==> config.mk <==
export PLATFORM = sky130hd
export DESIGN_NAME = vga_text_render
export DESIGN_NICKNAME = d
export VERILOG_FILES = /design/src/rtl/vga_pkg.sv /design/src/rtl/vga_font_rom.sv /design/src/rtl/vga_text_render.sv
export SDC_FILE = /design/constraint.sdc
export NUM_CORES = 1
export LEC_CHECK = 0
export CORE_ASPECT_RATIO = 0.75
export CORE_MARGIN = 5
export CORE_UTILIZATION = 35
export DETAILED_ROUTE_END_ITERATION = 8
export DONT_BUFFER_PORTS = 1
export SLEW_MARGIN = 20
export SYNTH_ARGS = -nofsm -noshare
export SYNTH_HDL_FRONTEND = slang
export SYNTH_SLANG_ARGS = --single-unit
export TNS_END_PERCENT = 10
==> constraint.sdc <==
create_clock -name clk -period 4.1 [get_ports clk]
set_input_delay 1.23 -clock clk [delete_from_list [all_inputs] [get_ports clk]]
set_output_delay 1.23 -clock clk [all_outputs]
set_load 0.05 [all_outputs]
==> src/rtl/vga_pkg.sv <==
// vga_pkg: constants and helpers shared by the VGA text renderer.
//   - 640x480@60 Hz horizontal/vertical visible, porch and sync lengths
//   - character code constants (6-bit codes, six slots per word)
//   - RGB444 pixel type
//   - slot_code(): pick one 6-bit code out of the 36-bit code word
package vga_pkg;

  localparam int H_VISIBLE = 640;
  localparam int H_FPORCH  = 16;
  localparam int H_SYNC_W  = 96;
  localparam int H_BPORCH  = 48;

  localparam int V_VISIBLE = 480;
  localparam int V_FPORCH  = 10;
  localparam int V_SYNC_W  = 2;
  localparam int V_BPORCH  = 33;

  // Both raster counters fit in 10 bits (800 columns, 525 lines).
  localparam int CNT_W = 10;

  localparam int CODE_W    = 6;
  localparam int NUM_SLOTS = 6;
  localparam int WORD_W    = CODE_W * NUM_SLOTS;

  localparam logic [CODE_W-1:0] CODE_SPACE = 6'd62;
  localparam logic [CODE_W-1:0] CODE_A     = 6'd10;

  // Power-up / reset contents of the frame latch: six spaces.
  localparam logic [WORD_W-1:0] CODES_BLANK = {NUM_SLOTS{CODE_SPACE}};

  localparam int RGB_W = 12;
  typedef logic [RGB_W-1:0] rgb444_t;

  // Slot 0 is the leftmost character and lives in the top bits of the word.
  // Slots 6 and 7 never occur inside the text box; they map to a space.
  function automatic logic [CODE_W-1:0] slot_code(input logic [WORD_W-1:0] codes,
                                                  input logic [2:0]        slot);
    case (slot)
      3'd0:    return codes[35:30];
      3'd1:    return codes[29:24];
      3'd2:    return codes[23:18];
      3'd3:    return codes[17:12];
      3'd4:    return codes[11:6];
      3'd5:    return codes[5:0];
      default: return CODE_SPACE;
    endcase
  endfunction

endpackage

==> src/rtl/vga_font_rom.sv <==
// vga_font_rom: combinational 8x8 glyph table for the 64-entry character code
// space. Codes 0-9 are the digits, 10-35 the letters A-Z; every other code
// (including the space code) returns an empty row.
//   code : 6-bit character code
//   row  : glyph row, 0 = top
//   bits : row pattern, bit 7 = leftmost pixel column
module vga_font_rom
  import vga_pkg::*;
(
  input  logic [CODE_W-1:0] code,
  input  logic [2:0]        row,
  output logic [7:0]        bits
);

  // Each glyph is eight row bytes, row 0 in the most significant byte.
  logic [63:0] glyph;

  always_comb begin
    glyph = 64'h0;
    case (code)
      6'd0:  glyph = 64'h3C666E7666663C00;
      6'd1:  glyph = 64'h183818181818_7E00;
      6'd2:  glyph = 64'h3C66060C30607E00;
      6'd3:  glyph = 64'h3C66061C06663C00;
      6'd4:  glyph = 64'h0C1C3C6C7E0C0C00;
      6'd5:  glyph = 64'h7E607C0606663C00;
      6'd6:  glyph = 64'h3C60607C66663C00;
      6'd7:  glyph = 64'h7E060C1830303000;
      6'd8:  glyph = 64'h3C66663C66663C00;
      6'd9:  glyph = 64'h3C66663E060C3800;
      6'd10: glyph = 64'h183C66667E666600; // A
      6'd11: glyph = 64'h7C66667C66667C00;
      6'd12: glyph = 64'h3C66606060663C00;
      6'd13: glyph = 64'h786C6666666C7800;
      6'd14: glyph = 64'h7E60607C60607E00;
      6'd15: glyph = 64'h7E60607C60606000;
      6'd16: glyph = 64'h3C66606E66663E00;
      6'd17: glyph = 64'h6666667E66666600;
      6'd18: glyph = 64'h3C18181818183C00;
      6'd19: glyph = 64'h1E0C0C0C6C6C3800;
      6'd20: glyph = 64'h666C7870786C6600;
      6'd21: glyph = 64'h6060606060607E00;
      6'd22: glyph = 64'h63777F6B63636300;
      6'd23: glyph = 64'h66767E7E6E666600;
      6'd24: glyph = 64'h3C66666666663C00;
      6'd25: glyph = 64'h7C66667C60606000;
      6'd26: glyph = 64'h3C6666666A6C3600;
      6'd27: glyph = 64'h7C66667C786C6600;
      6'd28: glyph = 64'h3C66603C06663C00;
      6'd29: glyph = 64'h7E18181818181800; // T
      6'd30: glyph = 64'h6666666666663C00;
      6'd31: glyph = 64'h66666666663C1800;
      6'd32: glyph = 64'h6363636B7F776300;
      6'd33: glyph = 64'h66663C183C666600;
      6'd34: glyph = 64'h6666663C18181800;
      6'd35: glyph = 64'h7E060C1830607E00; // Z
      default: glyph = 64'h0;
    endcase
    // ~row == 7 - row: row 0 selects the top byte.
    bits = glyph[{~row, 3'b000} +: 8];
  end

endmodule

==> src/rtl/vga_text_render.sv <==
// vga_text_render: 640x480@60 Hz VGA timing plus a single line of six scaled
// characters drawn on a coloured box.
//   clk        : system clock (100 MHz nominal)
//   rst        : asynchronous reset, active-high
//   char_codes : six 6-bit codes, [35:30] = leftmost slot
//   vga_hs/vs  : active-low syncs, aligned with the RGB outputs
//   vga_r/g/b  : 4-bit colour channels, 0 outside the text box / blanking
// The raster timing parameters default to the standard mode; they exist so a
// reduced raster can be built around the same pipeline.
module vga_text_render
  import vga_pkg::*;
#(
  parameter int      CLK_DIV  = 4,
  parameter int      SCALE    = 4,
  parameter int      TEXT_X0  = 224,
  parameter int      TEXT_Y0  = 224,
  parameter rgb444_t FG_COLOR = 12'hFFF,
  parameter rgb444_t BG_COLOR = 12'h00F,
  parameter int      H_VIS    = H_VISIBLE,
  parameter int      H_FP     = H_FPORCH,
  parameter int      H_SW     = H_SYNC_W,
  parameter int      H_BP     = H_BPORCH,
  parameter int      V_VIS    = V_VISIBLE,
  parameter int      V_FP     = V_FPORCH,
  parameter int      V_SW     = V_SYNC_W,
  parameter int      V_BP     = V_BPORCH
) (
  input  logic        clk,
  input  logic        rst,
  input  logic [35:0] char_codes,
  output logic        vga_hs,
  output logic        vga_vs,
  output logic [3:0]  vga_r,
  output logic [3:0]  vga_g,
  output logic [3:0]  vga_b
);

  localparam int H_TOTAL = H_VIS + H_FP + H_SW + H_BP;
  localparam int V_TOTAL = V_VIS + V_FP + V_SW + V_BP;

  localparam int SCALE_SH = $clog2(SCALE);
  localparam int CELL_SH  = SCALE_SH + 3;
  localparam int BOX_W    = NUM_SLOTS * 8 * SCALE;
  localparam int BOX_H    = 8 * SCALE;

  localparam int DIV_W = (CLK_DIV > 1) ? $clog2(CLK_DIV) : 1;

  localparam logic [DIV_W-1:0] DIV_LAST = DIV_W'(CLK_DIV - 1);
  localparam logic [CNT_W-1:0] H_LAST   = CNT_W'(H_TOTAL - 1);
  localparam logic [CNT_W-1:0] V_LAST   = CNT_W'(V_TOTAL - 1);
  localparam logic [CNT_W-1:0] H_ACT    = CNT_W'(H_VIS);
  localparam logic [CNT_W-1:0] V_ACT    = CNT_W'(V_VIS);
  localparam logic [CNT_W-1:0] HS_BEG   = CNT_W'(H_VIS + H_FP);
  localparam logic [CNT_W-1:0] HS_END   = CNT_W'(H_VIS + H_FP + H_SW);
  localparam logic [CNT_W-1:0] VS_BEG   = CNT_W'(V_VIS + V_FP);
  localparam logic [CNT_W-1:0] VS_END   = CNT_W'(V_VIS + V_FP + V_SW);
  localparam logic [CNT_W-1:0] X_LO     = CNT_W'(TEXT_X0);
  localparam logic [CNT_W-1:0] X_HI     = CNT_W'(TEXT_X0 + BOX_W);
  localparam logic [CNT_W-1:0] Y_LO     = CNT_W'(TEXT_Y0);
  localparam logic [CNT_W-1:0] Y_HI     = CNT_W'(TEXT_Y0 + BOX_H);

  // Elaboration-time legality checks; nothing here is built into hardware.
  if (TEXT_X0 < 0 || TEXT_Y0 < 0 ||
      TEXT_X0 + BOX_W > H_VIS || TEXT_Y0 + BOX_H > V_VIS) begin : g_box_outside
    $error("vga_text_render: text box does not fit inside the visible area");
  end
  if (SCALE < 1 || (1 << SCALE_SH) != SCALE) begin : g_scale_not_pow2
    $error("vga_text_render: SCALE must be a power of two");
  end
  if (CLK_DIV < 1) begin : g_bad_div
    $error("vga_text_render: CLK_DIV must be at least 1");
  end
  if (H_TOTAL > (1 << CNT_W) || V_TOTAL > (1 << CNT_W)) begin : g_cnt_overflow
    $error("vga_text_render: raster does not fit the counter width");
  end

  logic [DIV_W-1:0]  div_cnt;
  logic              pix_en;
  logic [CNT_W-1:0]  h_cnt;
  logic [CNT_W-1:0]  v_cnt;
  logic [WORD_W-1:0] code_reg;

  assign pix_en = (div_cnt == DIV_LAST);

  always_ff @(posedge clk or posedge rst) begin
    if (rst) begin
      div_cnt <= '0;
    end else if (pix_en) begin
      div_cnt <= '0;
    end else begin
      div_cnt <= div_cnt + DIV_W'(1);
    end
  end

  // ---- Stage 0: raster counters ----
  always_ff @(posedge clk or posedge rst) begin
    if (rst) begin
      h_cnt <= '0;
      v_cnt <= '0;
    end else if (pix_en) begin
      if (h_cnt == H_LAST) begin
        h_cnt <= '0;
        v_cnt <= (v_cnt == V_LAST) ? '0 : v_cnt + CNT_W'(1);
      end else begin
        h_cnt <= h_cnt + CNT_W'(1);
      end
    end
  end

  // The code word is only taken at the start of vertical blanking, so a
  // frame always shows one consistent word.
  always_ff @(posedge clk or posedge rst) begin
    if (rst) begin
      code_reg <= CODES_BLANK;
    end else if (pix_en && h_cnt == '0 && v_cnt == V_ACT) begin
      code_reg <= char_codes;
    end
  end

  logic [CNT_W-1:0]  dx_s0;
  logic [CNT_W-1:0]  dy_s0;
  logic              in_box_s0;
  logic              active_s0;
  logic              hs_s0;
  logic              vs_s0;
  logic [2:0]        slot_s0;

  // Offsets are only meaningful inside the box; outside it they wrap and
  // are ignored because in_box gates the colour.
  assign dx_s0     = h_cnt - X_LO;
  assign dy_s0     = v_cnt - Y_LO;
  assign in_box_s0 = (h_cnt >= X_LO) && (h_cnt < X_HI) &&
                     (v_cnt >= Y_LO) && (v_cnt < Y_HI);
  assign active_s0 = (h_cnt < H_ACT) && (v_cnt < V_ACT);
  assign hs_s0     = !((h_cnt >= HS_BEG) && (h_cnt < HS_END));
  assign vs_s0     = !((v_cnt >= VS_BEG) && (v_cnt < VS_END));
  assign slot_s0   = 3'(dx_s0 >> CELL_SH);

  // ---- Stage 1: character/glyph coordinates and sync ----
  logic              active_p1;
  logic              in_box_p1;
  logic              hs_p1;
  logic              vs_p1;
  logic [CODE_W-1:0] code_p1;
  logic [2:0]        row_p1;
  logic [2:0]        col_p1;

  always_ff @(posedge clk or posedge rst) begin
    if (rst) begin
      active_p1 <= 1'b0;
      in_box_p1 <= 1'b0;
      hs_p1     <= 1'b1;
      vs_p1     <= 1'b1;
    end else if (pix_en) begin
      active_p1 <= active_s0;
      in_box_p1 <= in_box_s0;
      hs_p1     <= hs_s0;
      vs_p1     <= vs_s0;
    end
  end

  always_ff @(posedge clk) begin
    if (pix_en) begin
      code_p1 <= slot_code(code_reg, slot_s0);
      row_p1  <= dy_s0[SCALE_SH +: 3];
      col_p1  <= dx_s0[SCALE_SH +: 3];
    end
  end

  // ---- Stage 2: font lookup, colour select, output registers ----
  logic [7:0] glyph_row;
  logic       pix_bit;
  rgb444_t    rgb_s1;
  rgb444_t    rgb_p2;
  logic       hs_p2;
  logic       vs_p2;

  vga_font_rom u_font (
    .code (code_p1),
    .row  (row_p1),
    .bits (glyph_row)
  );

  // ~col == 7 - col: column 0 is the MSB of the row byte.
  assign pix_bit = glyph_row[~col_p1];

  always_comb begin
    rgb_s1 = '0;
    if (active_p1 && in_box_p1) begin
      rgb_s1 = pix_bit ? FG_COLOR : BG_COLOR;
    end
  end

  always_ff @(posedge clk or posedge rst) begin
    if (rst) begin
      rgb_p2 <= '0;
      hs_p2  <= 1'b1;
      vs_p2  <= 1'b1;
    end else if (pix_en) begin
      rgb_p2 <= rgb_s1;
      hs_p2  <= hs_p1;
      vs_p2  <= vs_p1;
    end
  end

  assign vga_hs = hs_p2;
  assign vga_vs = vs_p2;
  assign vga_r  = rgb_p2[11:8];
  assign vga_g  = rgb_p2[7:4];
  assign vga_b  = rgb_p2[3:0];

endmodule

==> results of run 1 <==
==> placed cells by master (no fill, tap or decap), drive strengths merged, types with 8 or more instances in the layout <==
| cell | instances |
|---|---|
| a211oi | 8 |
| a21oi | 36 |
| a31oi | 12 |
| buf | 23 |
| clkbuf | 17 |
| dfrtp | 32 |
| dfstp | 34 |
| dfxtp | 43 |
| edfxtp | 12 |
| ha | 15 |
| inv | 25 |
| mux2 | 40 |
| mux2i | 14 |
| nand2 | 77 |
| nand3 | 33 |
| nor2 | 51 |
| nor3 | 29 |
| o211ai | 19 |
| o21ai | 44 |
| o221ai | 11 |
| o22ai | 8 |
| xnor2 | 9 |
==> through the flow <==
stage	power, W	setup slack (ns)	hold WS [ns]	area [um^2]
2_1_floorplan	0.00124	1.15	0.403	7240
3_3_place_gp	0.00124	0.607	0.425	7300
3_5_place_dp	0.00124	0.594	0.434	7300
4_1_cts	0.00268	0.586	0.442	7870
5_1_grt	0.00275	0.259	0.467	7870
6_report	0.00266	0.438	0.440	7870
==> power breakdown <==
part / internal [W] / leakage [nW] / switching, W / total, W
clock network: 0.000844 / 0.282 / 0.000598 / 0.00144
registers: 0.00120 / 1.22 / 0 / 0.00120
logic: 0.00000167 / 1.42 / 0.0000132 / 0.0000149
total: 0.00205 / 2.92 / 0.000612 / 0.00266
==> cells by family (layout without fill, tap and decap cells) <==
logic type	Yosys count	after routing	share of synthesized area, %
muxes	61	61	10.3
buffers and inverters	88	72	7.22
adders and majority gates	15	15	2.59
AOI/OAI and AO/OA	205	205	20.9
xor gates and xnor gates	14	14	1.69
other	0	1	0
DFF	121	121	40.2
and+or+nand+nor	245	245	17.0
==> worst min-delay path by stage <==
| stage | end | depth (start not counted) | slack [ns] | start |
|---|---|---|---|---|
| detailed placement | div_cnt[0]$_DFF_PP0_ | 1 | 0.43 | div_cnt[0]$_DFF_PP0_ |
| global placement | div_cnt[0]$_DFF_PP0_ | 1 | 0.42 | div_cnt[0]$_DFF_PP0_ |
| finish | div_cnt[0]$_DFF_PP0_ | 1 | 0.44 | div_cnt[0]$_DFF_PP0_ |
| floorplan | div_cnt[0]$_DFF_PP0_ | 1 | 0.40 | div_cnt[0]$_DFF_PP0_ |
| global route | div_cnt[0]$_DFF_PP0_ | 1 | 0.47 | div_cnt[0]$_DFF_PP0_ |
| CTS | div_cnt[0]$_DFF_PP0_ | 1 | 0.44 | div_cnt[0]$_DFF_PP0_ |
==> area by class of cell <==
| cell class | count | area (um^2) | share of cell area [%] |
|---|---|---|---|
| multi-input cells | 540 | 3810 | 48.4 |
| diodes | 1 | 2.50 | 0.0318 |
| repair buffers | 23 | 185 | 2.35 |
| clock buffers | 17 | 425 | 5.41 |
| flip-flops and latches | 121 | 2920 | 37.1 |
| well taps | 258 | 323 | 4.10 |
| clock inverters | 15 | 139 | 1.76 |
| inverters | 17 | 66.3 | 0.843 |
==> routing by layer <==
layer	track usage (%)	routed length [um]
met1	26.8	9660
met2	23.0	8110
met3	6.86	2750
met4	6.93	547
met5	0	34
==> impl_metrics.sql, run 1 <==
INSERT INTO impl_metrics (metric_group, metric, value, unit) VALUES
('routing', 'avgViaCountPerCell', '6.20', ''),
('sta', 'finalHoldViolCount', '0', ''),
('die', 'die_height', '135', 'um'),
('routing', 'wl_per_cell', '21.3', 'um'),
('run_status', 'run_status', 'completed', ''),
('setup_path', 'worst-r2r-cell-count', '8', ''),
('sta', 'final.period_utilization', '89.3', '%'),
('sta', 'fin_skew', '0.00724', 'ns'),
('sta', 'max-slew-margin-rel', '25.3', '%'),
('sta', 'worst-slew-pin-transition', '1.12', 'ns'),
('final_layout', 'largest_reg_flops', '43', ''),
('sta', 'setup_tns', '0', 'ns'),
('place', 'placedCellCount', '959', ''),
('routing', 'detailedRoute.firstIterationViolations', '989', ''),
('sta', 'maxSlewViolCount', '0', ''),
('global_routing', 'globalRouteOverflowTotal', '0', ''),
('clock_tree', 'clk_root_buffer_cell', 'clkbuf_16', ''),
('synth', 'synth.avg_cell_area', '9.67', 'um^2'),
('setup_path', 'worstSetupPathType', 'flop to flop', ''),
('setup_path', 'crit_path_end', 'u_font.glyph[37]$_DFF_P_', ''),
('setup_path', 'reg2reg_from', 'h_cnt[5]$_DFFE_PP0P_', ''),
('setup_path', 'critPathMaxStageDelay', '0.97', 'ns'),
('power_and_ir_drop', 'cellLeakagePower', '2.92', 'nW'),
('clock_tree', 'post-cts-setup-buffers', '0', ''),
('die', 'initial_core_util', '35.7', '%'),
('die', 'core_region_area', '20300', 'um^2'),
('routing', 'final_antenna_net_count', '0', ''),
('sta', 'min_period', '3.66', 'ns'),
('synth', 'netlist-cell-type-count', '86', ''),
('setup_path', 'path_cells', 'nand2_1, o221a_2, o31a_4, or2_1, buf_4, nor3_4, nand2_1, a211oi_1', ''),
('die', 'floorplan.die.width', '176', 'um'),
('synth', 'dominantRegCellSynth', 'dfxtp_1', ''),
('setup_path', 'worst-path-buf-inv', '1', ''),
('global_routing', 'pin_count_of_the_biggest_net_entering_global_routing', '52', ''),
('hold_path', 'min-delay-path-class', 'flop to flop', ''),
('routing', 'detail_route.drc_violations', '0', ''),
('setup_path', 'regToRegSetupSlack', '0.44', 'ns'),
('synth', 'synth.top_cell.area_share', '12.3', '%'),
('global_routing', 'grt_pass1_vias', '5658', ''),
('place', 'gpl.final_weighted_congestion', '0.994', ''),
('synth', 'library_cell_with_the_largest_summed_area_after_synthesis', 'dfstp_2', ''),
('synth', 'number_of_enable_flip_flop_cells_after_synthesis', '12', ''),
('final_layout', 'area_delta_synth_final', '8.64', '%'),
('setup_path', 'worst-path-stages', '8', ''),
('setup_path', 'slowest_stage_cell_on_the_critical_path', 'dfrtp_1', ''),
('clock_tree', 'clk_path_buf_depth', '2', ''),
('clock_tree', 'worst_setup_hold_path_clk_slew', '0.06', 'ns'),
('synth', 'syn-instance-count', '749', ''),
('clock_tree', 'ctsHtreeMaxLevel', '4', ''),
('power_and_ir_drop', 'power_density', '338', 'nW/um^2'),
('final_layout', 'finalNonFillerCells', '992', ''),
('final_layout', 'finalCoreUtilization', '38.8', '%'),
('clock_tree', 'clock_insertion_delay_worst_skew', '0.42', 'ns'),
('sta', 'fmax', '273', 'MHz'),
('place', 'hpwl', '14.7', 'mm'),
('setup_path', 'worstReg2RegEnd', 'u_font.glyph[37]$_DFF_P_', ''),
('sta', 'setup_viol', '0', ''),
('setup_path', 'worstSetupStartpoint', 'h_cnt[5]$_DFFE_PP0P_', ''),
('sta', 'rsz0062_at_grt', 'no', ''),
('flow_run', 'cap_violations', '0', ''),
('power_and_ir_drop', 'vdd_ir_drop_max', '0.280', 'mV'),
('clock_tree', 'cts-hold-fix-buffers', '0', ''),
('clock_tree', 'post_cts_resized', '0', ''),
('die', 'design.die.area', '23700', 'um^2'),
('clock_tree', 'numCtsBuffers', '17', ''),
('synth', 'yosys_warnings', '0', ''),
('routing', 'postRouteWirelength', '21.1', 'mm'),
('global_routing', 'grt_first_pass_wirelength', '33.3', 'mm'),
('clock_tree', 'tritoncts', 'done', ''),
('setup_path', 'critPathMostFrequentCell', 'nand2_1', ''),
('final_layout', 'num-fill-cells', '1990', '');
(Power assumes the default switching activity.)
==> inputs of run 2 (changes only) <==
--- a/config.mk
+++ b/config.mk
@@ -5,11 +5,12 @@
 export SDC_FILE = /design/constraint.sdc
 export NUM_CORES = 1
 export LEC_CHECK = 0
-export CORE_ASPECT_RATIO = 0.75
+export CORE_ASPECT_RATIO = 1.25
 export CORE_MARGIN = 5
-export CORE_UTILIZATION = 35
+export CORE_UTILIZATION = 55
 export DETAILED_ROUTE_END_ITERATION = 8
 export DONT_BUFFER_PORTS = 1
+export PLACE_DENSITY = 0.7
 export SLEW_MARGIN = 20
 export SYNTH_ARGS = -nofsm -noshare
 export SYNTH_HDL_FRONTEND = slang
==> impl_metrics.sql, run 2 (same netlist as run 1, synthesis figures left out) <==
INSERT INTO impl_metrics (metric_group, metric, value, unit) VALUES
('die', 'initial_core_util', '55.2', '%'),
('sta', 'setup_viol', '0', ''),
('die', 'core_region_area', '13100', 'um^2'),
('clock_tree', 'clock_insertion_delay_worst_skew', '0.41', 'ns'),
('setup_path', 'reg2reg_from', 'h_cnt[6]$_DFFE_PP0P_', ''),
('clock_tree', 'ctsHtreeMaxLevel', '4', ''),
('setup_path', 'required', '4.34', 'ns'),
('hold_path', 'hold_crit_start', 'div_cnt[0]$_DFF_PP0_', ''),
('die', 'die_height', '138', 'um'),
('global_routing', 'groute.layer.met2.usage', '46.7', '%'),
('routing', 'postRouteWirelength', '22.0', 'mm'),
('clock_tree', 'tritoncts', 'done', ''),
('final_layout', 'most-common-layout-cells', 'nand2_1 (75), nor2_1 (48), dfxtp_1 (43), o21ai_0 (40), a21oi_1 (36)', ''),
('die', 'floorplan.die.width', '113', 'um'),
('die', 'design.die.area', '15600', 'um^2'),
('global_routing', 'grt_util_met3', '5.16', '%'),
('die', 'row_count', '47', ''),
('setup_path', 'worstSetupStartpoint', 'h_cnt[6]$_DFFE_PP0P_', ''),
('final_layout', 'area_delta_synth_final', '8.15', '%'),
('power_and_ir_drop', 'share_clk_of_total_power', '54.7', '%'),
('power_and_ir_drop', 'internal_power', '0.00211', 'W'),
('place', 'gpl.final_weighted_congestion', '1.03', ''),
('global_routing', 'globalRouteOverflowTotal', '0', ''),
('clock_tree', 'post_cts_resized', '0', ''),
('setup_path', 'worstPathMaxFanout', '21', ''),
('sta', 'finalHoldViolCount', '0', ''),
('setup_path', 'endpoint_kind', 'flop', ''),
('clock_tree', 'tritoncts_num_sinks', '121', ''),
('final_layout', 'finalNonFillerCells', '912', ''),
('place', 'hpwl', '15.3', 'mm'),
('clock_tree', 'clk_root_buffer_cell', 'clkbuf_16', ''),
('run_status', 'run_status', 'completed', ''),
('routing', 'detail_route.drc_violations', '0', ''),
('power_and_ir_drop', 'power_density', '343', 'nW/um^2'),
('setup_path', 'cp-start-kind', 'flop', ''),
('sta', 'worst-slew-pin-transition', '1.11', 'ns'),
('flow_run', 'cap_violations', '0', ''),
('place', 'io_buffer_count', '0', ''),
('final_layout', 'antennaDiodeCount', '0', ''),
('sta', 'maxSlewViolCount', '0', ''),
('clock_tree', 'worst_setup_hold_path_clk_slew', '0.06', 'ns'),
('global_routing', 'grt_antenna_before_repair', '0', ''),
('final_layout', 'regArea', '2920', 'um^2'),
('die', 'pin_count', '52', ''),
('global_routing', 'grt_pass1_vias', '6034', ''),
('global_routing', 'track_usage', '27.9', '%'),
('final_layout', 'finish.net_count', '781', ''),
('final_layout', 'largest_reg_flops', '43', ''),
('clock_tree', 'clk_path_buf_depth', '2', ''),
('power_and_ir_drop', 'power_switching', '0.000574', 'W'),
('sta', 'setup_tns', '0', 'ns'),
('global_routing', 'top_usage_layer', 'met2', ''),
('sta', 'fmax', '270', 'MHz'),
('routing', 'final_antenna_net_count', '0', ''),
('clock_tree', 'post-cts-setup-buffers', '0', ''),
('final_layout', 'mostFrequentLayoutCell', 'nand2_1', ''),
('routing', 'firstDrtPassIters', '6', ''),
('sta', 'min_period', '3.71', 'ns'),
('global_routing', 'use_met1', '33.6', '%'),
('final_layout', 'layout-drive-gt1-share', '22.8', '%'),
('sta', 'final.period_utilization', '90.5', '%'),
('sta', 'fin_skew', '0.0107', 'ns'),
('clock_tree', 'cts-hold-fix-buffers', '0', ''),
('routing', 'wl_per_cell', '24.1', 'um'),
('place', 'placedCellCount', '880', ''),
('power_and_ir_drop', 'seq_power_share', '44.8', '%'),
('setup_path', 'worstSetupPathType', 'flop to flop', ''),
('routing', 'detailedRoute.firstIterationViolations', '596', ''),
('global_routing', 'pin_count_of_the_biggest_net_entering_global_routing', '52', ''),
('sta', 'rsz0062_at_grt', 'no', ''),
('routing', 'avgViaCountPerCell', '6.74', ''),
('power_and_ir_drop', 'vdd_ir_drop_max', '0.269', 'mV'),
('routing', 'vias', '6144', ''),
('clock_tree', 'numCtsBuffers', '17', ''),
('power_and_ir_drop', 'p_sw_share', '21.3', '%'),
('power_and_ir_drop', 'p_comb_share', '0.5', '%'),
('sta', 'max-slew-margin-rel', '26.0', '%'),
('global_routing', 'grt_first_pass_wirelength', '34.2', 'mm'),
('final_layout', 'num-fill-cells', '1109', ''),
('power_and_ir_drop', 'cellLeakagePower', '2.96', 'nW'),
('final_layout', 'multiInputGateArea', '3810', 'um^2'),
('setup_path', 'timing.critical_path.arrival', '3.95', 'ns'),
('hold_path', 'min-delay-path-class', 'flop to flop', '');
-- run 2: metrics by stage --
stage / setup WS [ns] / utilization [%] / hold WS, ns / instance area [um^2] / power, W
after floorplan: 1.15 / - / 0.403 / 7240 / 0.00124
after global placement: 0.723 / 55.3 / 0.422 / 7250 / 0.00124
after detailed placement: 0.705 / 55.3 / 0.426 / 7250 / 0.00124
after CTS: 0.624 / 59.7 / 0.434 / 7830 / 0.00270
after global routing: 0.300 / 59.7 / 0.447 / 7830 / 0.00276
final: 0.390 / 59.7 / 0.441 / 7830 / 0.00269
-- run 2: routing by layer --
| layer | up-vias | wire, um |
|---|---|---|
| li1 | 2744 | - |
| met3 | 84 | 1770 |
| met2 | 398 | 10900 |
| met5 | - | 0 |
| met4 | 0 | 1170 |
| met1 | 2918 | 8150 |
-- run 2: worst max-delay path, stage by stage (launching register included) --
cell and delay, ns:
dfrtp_1 0.61, nor3_1 0.79, and2_1 0.26, o31a_4 0.20
or2_1 0.67, buf_12 0.24, nand2_1 0.08, a31o_2 0.24
a21oi_1 0.42
-- run 2: power by group through the flow --
| stage | clock network, W | registers (W) | logic (W) |
|---|---|---|---|
| 2_1_floorplan | 0 | 0.00123 | 0.00000950 |
| 3_3_place_gp | 0 | 0.00123 | 0.0000134 |
| 3_5_place_dp | 0 | 0.00123 | 0.0000138 |
| 4_1_cts | 0.00148 | 0.00120 | 0.0000139 |
| 5_1_grt | 0.00154 | 0.00120 | 0.0000156 |
| 6_report | 0.00147 | 0.00120 | 0.0000130 |
-- run 2: worst paths after layout --
path	end	slack, ns	depth (start not counted)
worst min-delay path	div_cnt[0]$_DFF_PP0_	0.44	1
max in group asynchronous	code_reg[3]$_DFFE_PP1P_	2.32	2
min in group asynchronous	v_cnt[0]$_DFFE_PP0P_	0.88	1
worst max-delay path	u_font.glyph[21]$_DFF_P_	0.39	8
worst min register to register	div_cnt[0]$_DFF_PP0_	0.44	1
worst max register to register	u_font.glyph[21]$_DFF_P_	0.39	8
-- run 2: cell type report --
| cell class | count | area share (%) |
|---|---|---|
| multi-input combinational | 540 | 48.6 |
| timing repair buffer | 31 | 3.13 |
| inverter | 17 | 0.847 |
| tap | 171 | 2.73 |
| clock inverter | 9 | 1.15 |
| sequential | 121 | 37.3 |
| clock buffer | 23 | 6.26 |
